==> src/rtl/seq_counter_checker_pkg.sv <==
// Shared types and limits for the counter-stream checker.
// No timing of its own; used by the checker and its saturating counters.
package seq_counter_checker_pkg;

  localparam int CNT_W = 8;
  localparam logic [CNT_W-1:0] CNT_MAX = 8'hFF;

  typedef enum logic [1:0] {
    ST_IDLE  = 2'd0,
    ST_TRACK = 2'd1,
    ST_FAULT = 2'd2
  } state_e;

  function automatic logic [CNT_W-1:0] sat_inc(input logic [CNT_W-1:0] v);
    return (v == CNT_MAX) ? v : v + CNT_W'(1);
  endfunction

endpackage

==> src/rtl/seq_counter_checker_sat_counter8.sv <==
// 8-bit counter that sticks at its maximum; clr beats inc, rst beats both.
// Count is registered: it reflects inc/clr one cycle later; never stalls.
module sat_counter8
  import seq_counter_checker_pkg::*;
(
  input  logic             clk,
  input  logic             rst_i,
  input  logic             clr_i,
  input  logic             inc_i,
  output logic [CNT_W-1:0] cnt_o
);

  logic [CNT_W-1:0] cnt_q;
  logic [CNT_W-1:0] cnt_d;

  always_comb begin
    cnt_d = cnt_q;
    if (clr_i) begin
      cnt_d = '0;
    end else if (inc_i) begin
      cnt_d = sat_inc(cnt_q);
    end
  end

  always_ff @(posedge clk) begin
    if (rst_i) begin
      cnt_q <= '0;
    end else begin
      cnt_q <= cnt_d;
    end
  end

  assign cnt_o = cnt_q;

endmodule

==> config.mk <==
export PLATFORM = sky130hd
export DESIGN_NAME = sat_counter8
export DESIGN_NICKNAME = d
export VERILOG_FILES = /design/src/rtl/seq_counter_checker_pkg.sv /design/src/rtl/seq_counter_checker_sat_counter8.sv
export SDC_FILE = /design/constraint.sdc
export NUM_CORES = 1
export LEC_CHECK = 0
export CORE_MARGIN = 8
export CORE_UTILIZATION = 25
export DETAILED_ROUTE_END_ITERATION = 6
export SYNTH_ARGS = -nofsm -noshare
export SYNTH_HDL_FRONTEND = slang
export SYNTH_SLANG_ARGS = --single-unit
==> constraint.sdc <==
create_clock -name clk -period 1.95 [get_ports clk]
set_input_delay 0.195 -clock clk [delete_from_list [all_inputs] [get_ports clk]]
set_output_delay 0.195 -clock clk [all_outputs]
set_load 0.01 [all_outputs]
==> results of run 1 <==
==> cell families (layout without fill, tap and decap cells) <==
kind of cell	Yosys count	after routing	share of synthesized area, %
and+or+nand+nor	19	19	28.4
DFF	8	8	36.7
adders and majority gates	1	1	2.86
AOI/OAI and AO/OA	11	11	23.5
buffers and inverters	2	16	1.72
muxes	3	3	6.88
==> power by group through the flow <==
stage,sequential (W),combinational (W),clock (W)
finish,0.000167,0.0000232,0.000130
global route,0.000168,0.0000260,0.000143
CTS,0.000167,0.0000237,0.000132
global placement,0.000171,0.0000233,0
floorplan,0.000171,0.00000909,0
detailed placement,0.000171,0.0000236,0
==> routing by layer <==
layer  up-vias  routed length [µm]
li1        208                   -
met1       176                 493
met2        13                 463
met3         0                  58
met4         0                   0
met5         -                   0
==> cell type report <==
cell class | count | area, µm²
repair buffers | 11 | 110
well taps | 17 | 21.3
flip-flops and latches | 8 | 160
multi-input cells | 34 | 269
fillers | 171 | 1100
inverters | 2 | 7.51
clock buffers | 3 | 22.5
==> Yosys cell counts, types with 2 or more instances <==
library cell / number / share of area (%)
dfxtp_1: 8 / 37
a211oi_1: 4 / 6.9
nand2_1: 4 / 3.4
mux2i_1: 3 / 6.9
nor3_1: 3 / 3.4
a21oi_1: 2 / 2.3
inv_1: 2 / 1.7
nand4_1: 2 / 2.9
nor2_1: 2 / 1.7
or3_1: 2 / 2.9
==> how the worst min path moves through the flow <==
stage,startpoint,to,slack (ps),depth (start not counted)
finish,cnt_o[7],cnt_o[7],490,1
CTS,cnt_o[7],cnt_o[7],490,1
detailed placement,cnt_o[7],cnt_o[7],480,1
global route,cnt_o[7],cnt_o[7],540,1
global placement,cnt_o[7],cnt_o[7],490,1
floorplan,rst_i,cnt_o[0],370,2
==> stage by stage <==
step	hold WS (ps)	utilization, %	std cells	setup slack (ps)	area [µm²]
finish	493	35.0	75	451	591
global route	536	35.0	75	371	591
detailed placement	484	33.6	72	321	568
global placement	495	33.6	72	369	568
CTS	492	35.0	75	444	591
floorplan	374	-	44	514	437
==> worst max-delay path, delay by kind of cell (launching register included) <==
family          cells  cell delay (ps)
compound gates      1              350
flops               1              370
fa+ha+maj           1              270
mux                 1              220
simple gates        1              230
==> metrics.md, run 1 <==
| Metric | Value |
|---|---|
| GRT Total Usage | `6.65%` |
| Largest stage delay, worst path | `370 ps` |
| Pin count of the biggest net entering global routing | `8` |
| Gpl congestion | `0.786` |
| Total power draw | `0.000320 W` |
| VDD IR max | `176 µV` |
| Die X | `57.8 µm` |
| Setup violators final | `0` |
| Sequential area share after synthesis | `36.7%` |
| Max-slew headroom | `77.6%` |
| Psw | `0.0000721 W` |
| Comb pwr share | `7.2%` |
| Routed Antenna Nets | `0` |
| R2R Path Start | `cnt_o[0]` |
| Clock Latency Late Sink | `250 ps` |
| RSZ-0062 raised after global routing | `no` |
| Worst Skew | `1.57 ps` |
| Flop-to-flop setup slack | `450 ps` |
| Crit path capture | `cnt_o[5]` |
| Count of input and output buffers | `11` |
| Syn Std Cell Area | `437 µm²` |
| Worst Path Arrival | `1680 ps` |
| Max-Cap Viols | `0` |
| Gr busiest metal | `met2` |
| Sw Share | `22.5%` |
| Most frequent cells in the layout | `11 x clkdlybuf4s50_1, 8 x dfxtp_1, 4 x nand2_1, 4 x a211oi_1` |
| Sink Count | `8` |
| Layout area overhead | `35.2%` |
| Hold Crit Class | `register to register` |
| Leakage | `0.189 nW` |
| Core footprint | `0.00169 mm²` |
| F_max | `667 MHz` |
| Final setup TNS | `0 ps` |
| CP max FO | `5` |
| Crit end category | `register` |
| Full die area | `0.00334 mm²` |
| Number of synthesized flops with an enable pin | `0` |
| Synth Area per Inst | `9.92 µm²` |
| Fin crit share | `76.9%` |
| Max Slew Vio Count | `0` |
| CP Launch Type | `register` |
| Met2 Track Usage GR | `10.1%` |
| Power per cell area | `542 mW/mm²` |
| Post-Synthesis Cells | `44` |
| Fraction of registers with async set/reset | `0%` |
| Num CTS Buffers | `3` |
| Sequential cell fraction of total power | `52.2%` |
| Clk slew on worst S/H paths | `60 ps` |
| WL final | `1.02 mm` |
| Synth warn | `0` |
| CTS Root Cell | `clkbuf_4` |
| Initial Util | `25.9%` |
| Drt drc | `0` |
| Setup Buffers After CTS | `0` |
| Internal Power | `0.000248 W` |
| Num rows | `15` |
| Vias in the first global route | `394` |
| Setup CP Type | `register to register` |
| Worst-case clock buffer depth | `2` |
| M1 GR Usage | `8.60%` |
| First-pass GRT wire length | `1.77 mm` |
| Status | `complete, no violations` |
| Vias | `397` |
| Synth cell types | `22` |
| I/O pins | `12` |
| # diodes | `0` |
| CTS tree | `yes` |
| Gr ovfl total | `0` |
| Min Tclk post-route | `1500 ps` |
| Critical path origin | `cnt_o[0]` |
| Initial antenna violation count | `0` |
| Cell chain of the critical path | `ha_1, and3_4, a2111oi_4, mux2i_1` |
| Share of cells above drive strength 1 | `15.5%` |
| Nets@finish | `65` |
| Most common cell after layout, fill and taps aside | `clkdlybuf4s50_1` |
| Hold Buf Count CTS | `0` |
| Seq cells post-synth | `8` |
| Final HPWL DP | `766 µm` |
| Vias per std cell | `5.29` |
| Worst-Margin Slew | `335 ps` |
| Syn_nets | `49` |
| Die height | `57.8 µm` |
| Routed len/inst | `13.5 µm` |
| Most common flop cell mapped by yosys | `dfxtp_1` |
| Post-cts resize count | `0` |
| Clock share of power | `40.5%` |
| Met3 Use GR | `2.21%` |
| CP max-delay cell | `dfxtp_1` |
| CP Data Required Time | `2130 ps` |
| FF-to-FF path depth | `4` |
| Fin. Hold Viols | `0` |
| Drt first pass iters | `5` |
| Initial DRC count | `8` |
| H-tree Lvls | `1` |
| Max reg flops | `8` |
| R2r endpoint | `cnt_o[5]` |
Power figures use the tool's default switching activity.
==> run 2, diff against run 1 <==
==> constraint.sdc (replaced) <==
create_clock -name clk -period 1.3 [get_ports clk]
set_input_delay 0.13 -clock clk [delete_from_list [all_inputs] [get_ports clk]]
set_output_delay 0.13 -clock clk [all_outputs]
set_load 0.01 [all_outputs]
==> metrics.md, run 2 (same netlist as run 1, synthesis figures left out) <==
| Metric | Value |
|---|---|
| CP max FO | `5 (unchanged)` |
| Post-route setup slack | `10.1 ps (was 451 ps)` |
| Hold Crit Class | `register to register (unchanged)` |
| Worst-case clock buffer depth | `2 (unchanged)` |
| Max-Cap Viols | `0 (unchanged)` |
| Fill cells | `181 (was 171)` |
| Min Tclk post-route | `1290 ps (was 1500 ps)` |
| Final setup TNS | `0 ps (unchanged)` |
| Worst Path Arrival | `1480 ps (was 1680 ps)` |
| Clock share of power | `42.2% (was 40.5%)` |
| VDD IR max | `465 µV (was 176 µV)` |
| Leakage | `0.275 nW (was 0.189 nW)` |
| Max-slew headroom | `79.5% (was 77.6%)` |
| Max reg flops | `8 (unchanged)` |
| I/O pins | `12 (unchanged)` |
| Initial Util | `25.9% (unchanged)` |
| RSZ-0062 raised after global routing | `yes (was no)` |
| Status | `complete, no violations (unchanged)` |
| Count of input and output buffers | `11 (unchanged)` |
| Vias in the first global route | `424 (was 394)` |
| Most common cell after layout, fill and taps aside | `buf_4 (was clkdlybuf4s50_1)` |
| Gpl congestion | `0.778 (was 0.786)` |
| Share of cells above drive strength 1 | `35.3% (was 15.5%)` |
| Total power draw | `0.000504 W (was 0.000320 W)` |
| Cell chain of the critical path | `ha_4, and3_4, a2111oi_4, mux2i_1 (was ha_1, and3_4, a2111oi_4, mux2i_1)` |
| Initial antenna violation count | `0 (unchanged)` |
| Psw | `0.000117 W (was 0.0000721 W)` |
| CTS tree | `yes (unchanged)` |
| Most frequent cells in the layout | `9 x buf_4, 8 x dlygate4sd2_1, 4 x nand2_1, 4 x a211oi_1, 4 x dfxtp_2 (was 11 x clkdlybuf4s50_1, 8 x dfxtp_1, 4 x nand2_1, 4 x a211oi_1)` |
| Initial DRC count | `10 (was 8)` |
| CTS Root Cell | `clkbuf_4 (unchanged)` |
| Full die area | `0.00334 mm² (unchanged)` |
| FF-to-FF path depth | `4 (unchanged)` |
| CP Data Required Time | `1490 ps (was 2130 ps)` |
| GRT Total Usage | `8.00% (was 6.65%)` |
| Setup violators final | `0 (unchanged)` |
| Die height | `57.8 µm (unchanged)` |
| Area occupied by registers | `169 µm² (was 160 µm²)` |
| F_max | `775 MHz (was 667 MHz)` |
| Sequential cell fraction of total power | `49.3% (was 52.2%)` |
| CP max-delay cell | `dfxtp_4 (was dfxtp_1)` |
| First-pass GRT wire length | `1.98 mm (was 1.77 mm)` |
| Num rows | `15 (unchanged)` |
| # diodes | `0 (unchanged)` |
| Largest stage delay, worst path | `350 ps (was 370 ps)` |
| Num CTS Buffers | `3 (unchanged)` |
| Clock Latency Late Sink | `260 ps (was 250 ps)` |
| Crit end category | `register (unchanged)` |
| Fin crit share | `99.2% (was 76.9%)` |
| Bufs and invs on worst path | `0 (unchanged)` |
| Nets@finish | `74 (was 65)` |
| Hold Buf Count CTS | `0 (unchanged)` |
| Cell count along the critical path | `4 (unchanged)` |
| Core footprint | `0.00169 mm² (unchanged)` |
| Family with the most delay on the worst path | `flip-flops (unchanged)` |
| Internal Power | `0.000387 W (was 0.000248 W)` |
| Worst hold stages | `2 (was 1)` |
| Final HPWL DP | `940 µm (was 766 µm)` |
| Sw Share | `23.2% (was 22.5%)` |
| Pre-CTS WS | `-125 ps (was 321 ps)` |
| Routed Antenna Nets | `0 (unchanged)` |
| Multi-input logic area | `282 µm² (was 269 µm²)` |
| H-tree Lvls | `1 (unchanged)` |
| Routed len/inst | `14.1 µm (was 13.5 µm)` |
| Clk slew on worst S/H paths | `60 ps (about the same)` |
| Worst Skew | `0.774 ps (was 1.57 ps)` |
| Vias per std cell | `5.13 (was 5.29)` |
| Setup CP Type | `register to register (unchanged)` |
| CP Launch Type | `register (unchanged)` |
| Layout area overhead | `54.2% (was 35.2%)` |
| Vias | `436 (was 397)` |
| Drt drc | `0 (unchanged)` |
| Drt first pass iters | `3 (was 5)` |
| WL final | `1.20 mm (was 1.02 mm)` |
| Fin. Hold Viols | `0 (unchanged)` |
| Worst-Margin Slew | `307 ps (was 335 ps)` |
| Sink Count | `8 (unchanged)` |
| Gr ovfl total | `0 (unchanged)` |
| Pin count of the biggest net entering global routing | `7 (was 8)` |
| Power per cell area | `749 mW/mm² (was 542 mW/mm²)` |
| Max Slew Vio Count | `0 (unchanged)` |
| Die X | `57.8 µm (unchanged)` |
| Comb pwr share | `8.5% (was 7.2%)` |
run 2: path summary, 6_finish.rpt:
path,start,to,slack (ps)
setup reg to reg,cnt_o[0],cnt_o[5],10
hold / removal,cnt_o[7],cnt_o[7],570
hold reg to reg,cnt_o[7],cnt_o[7],570
setup / recovery,cnt_o[0],cnt_o[5],10
run 2: stage by stage:
stage	cells	hold slack, ps	instance area [µm²]	utilization, %
after floorplan	44	299	454	-
after global placement	80	555	646	38.2
after detailed placement	80	558	646	38.2
after CTS	85	563	673	39.9
after global routing	85	585	673	39.9
final	85	565	673	39.9
run 2: final cells by class:
class,count,area share [%]
flip-flops and latches,8,25.1
well taps,17,3.16
clock buffers,4,3.90
repair buffers,20,24.9
inverters,2,1.12
multi-input cells,34,41.8
run 2: layer usage:
| layer | vias up | share of wire, % | track usage, % |
|---|---|---|---|
| met1 | 199 | 41 | 7.05 |
| met2 | 14 | 49 | 13.5 |
| met3 | 2 | 7.2 | 4.64 |
| li1 | 221 | - | - |
| met5 | - | 0 | 0 |
| met4 | 0 | 1.8 | 5.59 |
run 2: what timing repair did:
item / 4_1_cts / 5_1_grt
endpoints found under the setup margin: 9 / 2
gates resized for setup: 11 / 0
buffers inserted: 1 / 0
run 2: power groups by stage:
stage          Sequential (W)  Combinational, W  Clock, W
5_1_grt              0.000249         0.0000478  0.000240
3_5_place_dp         0.000254         0.0000447         0
3_3_place_gp         0.000254         0.0000447         0
4_1_cts              0.000249         0.0000433  0.000221
2_1_floorplan        0.000257         0.0000141         0
6_report             0.000249         0.0000428  0.000213
run 2: worst register-to-register path, delay by kind of cell, from the launching register on:
family,cells,cell delay (ps)
flip-flops,1,350
AO/OA/AOI/OAI,1,290
AND/OR/NAND/NOR,1,210
multiplexers,1,210
adder cells (fa/ha/maj),1,170
